[config.mk]
export PLATFORM = sky130hd
export DESIGN_NAME = mem_port_arbiter
export DESIGN_NICKNAME = d
export VERILOG_FILES = /design/src/rtl/mem_arb_pkg.sv /design/src/rtl/mem_arb_wait_cnt.sv /design/src/rtl/mem_port_arbiter.sv
export SDC_FILE = /design/constraint.sdc
export NUM_CORES = 1
export LEC_CHECK = 0
export CORE_MARGIN = 1
export CORE_UTILIZATION = 41
export CTS_BUF_LIST = sky130_fd_sc_hd__clkbuf_8
export DETAILED_ROUTE_END_ITERATION = 7
export PLACE_DENSITY = 0.83
export SKIP_LAST_GASP = 1
export SYNTH_ARGS = -nofsm -noshare
export SYNTH_HDL_FRONTEND = slang
export SYNTH_HIERARCHICAL = 1
export SYNTH_SLANG_ARGS = --single-unit
[constraint.sdc]
create_clock -name clk -period 2.1 [get_ports clk]
set_clock_uncertainty 0.1 [all_clocks]
set_input_delay 0.42 -clock clk [delete_from_list [all_inputs] [get_ports clk]]
set_output_delay 0.42 -clock clk [all_outputs]
set_load 0.01 [all_outputs]
[src/rtl/mem_arb_pkg.sv]
// Shared types for the unified-memory port arbiter: FSM state encoding,
// owner encoding and the arbitration helper used on simultaneous requests.
package mem_arb_pkg;

    typedef enum logic [1:0] {
        IDLE   = 2'd0,
        ACCESS = 2'd1,
        RESP   = 2'd2
    } arb_state_t;

    typedef enum logic {
        OWN_IF = 1'b0,
        OWN_D  = 1'b1
    } owner_t;

    // Pick the next owner from the two request lines. With rr_en set, a tie
    // goes to whichever requester did not own the previous access; otherwise
    // the data port always wins a tie.
    function automatic owner_t pick_owner(
        input logic   if_req,
        input logic   d_req,
        input owner_t last_owner,
        input bit     rr_en
    );
        owner_t sel;
        if (if_req && d_req) begin
            if (rr_en) begin
                sel = (last_owner == OWN_IF) ? OWN_D : OWN_IF;
            end else begin
                sel = OWN_D;
            end
        end else if (d_req) begin
            sel = OWN_D;
        end else begin
            sel = OWN_IF;
        end
        return sel;
    endfunction

endpackage

[src/rtl/mem_arb_wait_cnt.sv]
// Loadable down-counter with a zero flag; times the ACCESS phase of the
// memory port arbiter. Saturates at zero.
module mem_arb_wait_cnt #(
    parameter int unsigned W = 1
) (
    input  logic         clk,
    input  logic         reset,
    input  logic         load,
    input  logic [W-1:0] load_val,
    input  logic         dec,
    output logic         zero
);

    logic [W-1:0] cnt;

    // Load has priority over decrement; decrement stops at zero.
    always_ff @(posedge clk) begin
        if (reset) begin
            cnt <= '0;
        end else if (load) begin
            cnt <= load_val;
        end else if (dec && (cnt != '0)) begin
            cnt <= cnt - 1'b1;
        end
    end

    // Zero flag marks the last ACCESS cycle.
    always_comb begin
        zero = (cnt == '0);
    end

endmodule

[src/rtl/mem_port_arbiter.sv]
// Shares one single-port memory between the instruction-fetch requester (IF)
// and the data load/store requester (D). Each access is IDLE -> ACCESS
// (MEM_LAT cycles) -> RESP, with a one-cycle grant pulse at launch and a
// one-cycle valid pulse in RESP.
// Build option: define MEM_ARB_RR_EN for round-robin on simultaneous
// requests; otherwise the data port has fixed priority.
module mem_port_arbiter
    import mem_arb_pkg::*;
#(
    parameter int unsigned AW      = 32,
    parameter int unsigned DW      = 32,
    parameter int unsigned MEM_LAT = 1
) (
    input  logic          clk,
    input  logic          reset,
    input  logic          if_req,
    input  logic [AW-1:0] if_addr,
    output logic          if_gnt,
    output logic          if_valid,
    output logic [DW-1:0] if_rdata,
    input  logic          d_req,
    input  logic          d_we,
    input  logic [AW-1:0] d_addr,
    input  logic [DW-1:0] d_wdata,
    output logic          d_gnt,
    output logic          d_valid,
    output logic [DW-1:0] d_rdata,
    output logic          mem_en,
    output logic          mem_we,
    output logic [AW-1:0] mem_addr,
    output logic [DW-1:0] mem_wdata,
    input  logic [DW-1:0] mem_rdata,
    output logic          busy
);

`ifdef MEM_ARB_RR_EN
    localparam bit RR_EN = 1'b1;
`else
    localparam bit RR_EN = 1'b0;
`endif

    localparam int unsigned CW = $clog2(MEM_LAT) + 1;
    localparam logic [CW-1:0] WAIT_LOAD = CW'(MEM_LAT - 1);

    arb_state_t state;
    arb_state_t state_n;
    owner_t     owner;
    owner_t     last_owner;
    owner_t     grant_owner;
    logic       cap_we;
    logic       launch;
    logic       finish;
    logic       wait_zero;

    mem_arb_wait_cnt #(
        .W (CW)
    ) u_wait_cnt (
        .clk      (clk),
        .reset    (reset),
        .load     (launch),
        .load_val (WAIT_LOAD),
        .dec      (state == ACCESS),
        .zero     (wait_zero)
    );

    // State register; reset aborts any access in flight.
    always_ff @(posedge clk) begin
        if (reset) begin
            state <= IDLE;
        end else begin
            state <= state_n;
        end
    end

    // Next state, launch/finish strobes, arbitration and busy.
    always_comb begin
        state_n     = state;
        launch      = 1'b0;
        finish      = 1'b0;
        grant_owner = pick_owner(if_req, d_req, last_owner, RR_EN);
        busy        = (state != IDLE);
        case (state)
            IDLE: begin
                if (if_req || d_req) begin
                    state_n = ACCESS;
                    launch  = 1'b1;
                end
            end
            ACCESS: begin
                if (wait_zero) begin
                    state_n = RESP;
                    finish  = 1'b1;
                end
            end
            RESP: begin
                state_n = IDLE;
            end
            default: begin
                state_n = IDLE;
            end
        endcase
    end

    // Launch: capture the winner's request and pulse grant/mem_en for one cycle.
    // Address and write data stay in the capture registers so requester
    // changes during ACCESS cannot reach the memory.
    always_ff @(posedge clk) begin
        if (reset) begin
            owner      <= OWN_IF;
            last_owner <= OWN_IF;
            cap_we     <= 1'b0;
            mem_en     <= 1'b0;
            mem_we     <= 1'b0;
            mem_addr   <= '0;
            mem_wdata  <= '0;
            if_gnt     <= 1'b0;
            d_gnt      <= 1'b0;
        end else begin
            mem_en <= 1'b0;
            mem_we <= 1'b0;
            if_gnt <= 1'b0;
            d_gnt  <= 1'b0;
            if (launch) begin
                owner      <= grant_owner;
                last_owner <= grant_owner;
                mem_en     <= 1'b1;
                if (grant_owner == OWN_D) begin
                    cap_we    <= d_we;
                    mem_we    <= d_we;
                    mem_addr  <= d_addr;
                    mem_wdata <= d_wdata;
                    d_gnt     <= 1'b1;
                end else begin
                    cap_we    <= 1'b0;
                    mem_addr  <= if_addr;
                    mem_wdata <= '0;
                    if_gnt    <= 1'b1;
                end
            end
        end
    end

    // Completion: latch read data on the last ACCESS cycle and pulse valid in RESP.
    // Stores leave d_rdata untouched.
    always_ff @(posedge clk) begin
        if (reset) begin
            if_valid <= 1'b0;
            d_valid  <= 1'b0;
            if_rdata <= '0;
            d_rdata  <= '0;
        end else begin
            if_valid <= 1'b0;
            d_valid  <= 1'b0;
            if (finish) begin
                if (owner == OWN_IF) begin
                    if_valid <= 1'b1;
                    if_rdata <= mem_rdata;
                end else begin
                    d_valid <= 1'b1;
                    if (!cap_we) begin
                        d_rdata <= mem_rdata;
                    end
                end
            end
        end
    end

endmodule

==> summary.txt <==
Clock network
  • Post-CTS Hold Buffers: 0
  • Num CTS Buffers: 17
  • Clk pin slew, worst setup/hold paths: 0.08 ns
  • H-tree lvl count: 4
  • CTS max path bufs: 2
  • Total clock sinks: 139
  • CTS Root Buffer Type: clkbuf_8
  • CTS tree: done
  • Worst-Skew Late Latency: 0.44 ns

Route
  • DRT antenna net count: 0
  • Vias/cell: 5.02
  • Initial DRC count: 365
  • Routed vias: 5,027
  • Post-route DRC: 0
  • WL per Instance: 15.9 um
  • DRT Pass-1 Iters: 4
  • WL final: 16,000 um

STA
  • Crit path time final: 1.89 ns
  • Unrepaired setup endpoints after global routing: no
  • Slew @ Worst Pin: 0.747 ns
  • Final setup viols: 0
  • Count of pins over their slew limit: 0
  • Setup tns final: 0 ns
  • Hold Vio Cnt, Final: 0
  • Fmax: 0.529 GHz
  • Ratio of final minimum period to clock period: 0.900
  • Setup WS post-layout: 0.210 ns
  • Relative max-transition margin: 0.500

Critical path
  • Cell count of the worst reg-to-reg path: 5
  • Worst setup SP type: flop
  • CP Class: flop to output pin
  • Worst r2r src: state[0]
  • Slowest stage cell, crit path: clkdlybuf4s50_1
  • WP buf/inv: 1
  • Critical Path End Type: output pin
  • Critical path's top delay family: buffers and inverters
  • Worst Path Required: 1.58 ns
  • Worst R2R Setup Slack: 0.41 ns
  • R2R Path End: mem_wdata[8]
  • Delay of the slowest critical-path stage: 0.59 ns
  • Critical Path AT: 1.37 ns
  • Worst-path fanout max: 2
  • CP Depth: 1
  • CP Cell Sequence: clkdlybuf4s50_1

Global routing
  • First-pass GRT wire length: 24,000 um
  • Largest net degree at the start of global routing: 68
  • Number of global-route vias before repair: 4,810
  • Initial antenna violation count: 0
  • Grt total ovfl: 0
  • Total global-route track usage: 0.235

Floorplanning
  • Row count: 41
  • Initial Util: 0.420
  • Die width: 116 um
  • Die height: 116 um
  • Core area: 12,600 sq um
  • Die Area: 13,400 sq um
  • IO Pins: 268

Power and ir drop
  • Power per cell area: 776 nW/um^2
  • VDD IR max: 567 uV
  • Leak: 0.00346 uW

Cells and area
  • Fill cells: 1,002
  • # nets final: 949
  • Post-route cell area: 8560 sq um
  • Layout cells sized above 1: 0.0832
  • N_diodes: 0
  • Area growth from synthesis to layout: 61.3%
  • Final Core Density: 0.678

Flow run
  • MaxCap Viol Count: 0

Synth
  • Post-synthesis average cell area: 9.44 sq um
  • Post-synth cell types: 32
  • Synthesized Nets: 695
  • Cell accounting for the most synthesized area: dfxtp_1
  • Synth Instances: 562
  • Synthesized flop and latch total: 139
  • Share of the synthesized area in the top cell type: 0.525
  • YS warnings: 6
  • Mapped cell area: 5300 sq um
  • Sequential area share after synthesis: 0.525
  • Synth top area cells: dfxtp_1 52%, mux2i_1 12%, nand2_1 10%

Min path
  • Hold Startpoint: d_req
  • Hold WC Path Type: input port to flop
  • Hold Path Cell Cnt: 2
  • Hold EP: if_gnt

Place
  • Place WS: 0.125 ns
  • Gpl congestion: 0.788
  • IO Port Bufs: 267
  • DP HPWL: 11,500 um
  • DP Area: 8100 sq um

Run status
  • Run status: completed
-- kinds of logic after synthesis --
logic type	after synthesis	share of synthesized area
other	1	0.000707
AO/OA/AOI/OAI	146	0.177
multiplexers	64	0.121
buffers and inverters	52	0.0500
flip-flops	139	0.525
AND/OR/NAND/NOR	160	0.126
-- power breakdown --
part,internal [uW],switching (uW)
Combinational,763,613
Clock,1300,1030
Sequential,2830,105
Total,4890,1750
-- synthesized netlist by cell type --
| cell type | n |
|---|---|
| conb_1 | 1 |
| nand4b_2 | 1 |
| or2_1 | 1 |
| a211oi_2 | 8 |
| a21o_1 | 1 |
| nand2b_1 | 1 |
| nor2_1 | 3 |
| nand4bb_1 | 1 |
| and3_1 | 2 |
| buf_4 | 5 |
| o21ai_0 | 13 |
| a21oi_1 | 79 |
| a22o_1 | 19 |
| and2b_1 | 1 |
| nor3_1 | 1 |
| dfxtp_1 | 139 |
| and4bb_2 | 1 |
| o41ai_2 | 1 |
| nor3b_2 | 1 |
| buf_2 | 17 |
| clkbuf_1 | 22 |
| nand2_4 | 1 |
| nand2_1 | 142 |
| and2_1 | 2 |
| nor2_2 | 1 |
| inv_2 | 2 |
| inv_1 | 2 |
| a31o_2 | 1 |
| mux2i_1 | 64 |
| a211oi_1 | 24 |
| nand3b_1 | 1 |
| buf_6 | 4 |
-- layout make-up --
| type | instances | area, sq um | share of cell area |
|---|---|---|---|
| clock buffers | 21 | 289 | 0.0338 |
| clock inverters | 11 | 141 | 0.0165 |
| inverters | 4 | 15.0 | 0.00175 |
| multi-input cells | 371 | 2260 | 0.264 |
| flip-flops and latches | 139 | 2790 | 0.326 |
| well taps | 172 | 215 | 0.0252 |
| repair buffers | 283 | 2850 | 0.333 |
-- per-stage QoR --
step / hold slack (ns) / instances / power [uW]
2_1_floorplan: 0.318 / 562 / 3580
3_3_place_gp: 0.342 / 967 / 4320
3_5_place_dp: 0.347 / 967 / 4360
4_1_cts: 0.0764 / 999 / 6680
5_1_grt: 0.0836 / 1001 / 6950
6_report: 0.106 / 1001 / 6640
-- worst register-to-register path: stages, from the launching register on --
cell     delay, ns
dfxtp_2       0.36
nor2_4        0.17
buf_4         0.35
a21oi_1       0.13
buf_4         0.22
a22o_1        0.26
-- how the worst max path moves through the flow --
stage	slack [ns]	from	end
3_3_place_gp	0.19	if_req	mem_addr[16]
6_report	0.21	d_rdata[27]	d_rdata[27]
4_1_cts	0.03	state[1]	busy
3_5_place_dp	0.13	if_req	mem_addr[11]
2_1_floorplan	0.45	d_req	u_wait_cnt/cnt
5_1_grt	0.13	d_rdata[27]	d_rdata[27]
-- timing repair --
action                                  4_1_cts  5_1_grt
pin swaps                                     0        1
buffers inserted                              0        2
gates resized for setup                       3        1
endpoints found under the setup margin        1        1
cloned                                        0        0
-- flip-flops by register name, summed over array words and instances (netlist names) --
register and flops:
d_rdata 32, if_rdata 32, mem_addr 32, mem_wdata 32, state 2, cap_we 1, d_gnt 1, d_valid 1
if_gnt 1, if_valid 1, mem_en 1, mem_we 1, owner 1, u_wait_cnt/cnt 1
-- cell usage in the layout (no fill, tap or decap), drive strengths merged --
cell type | Yosys | routed
a211oi | 32 | 32
o21ai | 13 | 13
or2 | 1 | 1
clkdlybuf4s50 | 0 | 264
dfxtp | 139 | 139
a22o | 19 | 19
and4bb | 1 | 1
conb | 1 | 1
nand2 | 143 | 143
clkbuf | 22 | 21
clkinv | 0 | 4
nand3b | 1 | 1
and3 | 2 | 2
nand4b | 1 | 1
o41ai | 1 | 1
a21oi | 79 | 79
a21o | 1 | 1
nor2 | 4 | 4
and2 | 2 | 2
bufinv | 0 | 3
nor3b | 1 | 1
a31o | 1 | 1
nand2b | 1 | 1
dlymetal6s2s | 0 | 1
nand4bb | 1 | 1
and2b | 1 | 1
inv | 4 | 6
clkinvlp | 0 | 2
buf | 26 | 18
mux2i | 64 | 64
nor3 | 1 | 1
-- per-layer routing --
metal / track usage / vias up / share of wire
met5: 0 / - / 0
met4: 0.0974 / 0 / 0.016
met3: 0.0894 / 21 / 0.083
met2: 0.405 / 193 / 0.50
met1: 0.261 / 2363 / 0.41
li1: - / 2450 / -
Note: power is estimated with default switching activity, not from simulation.
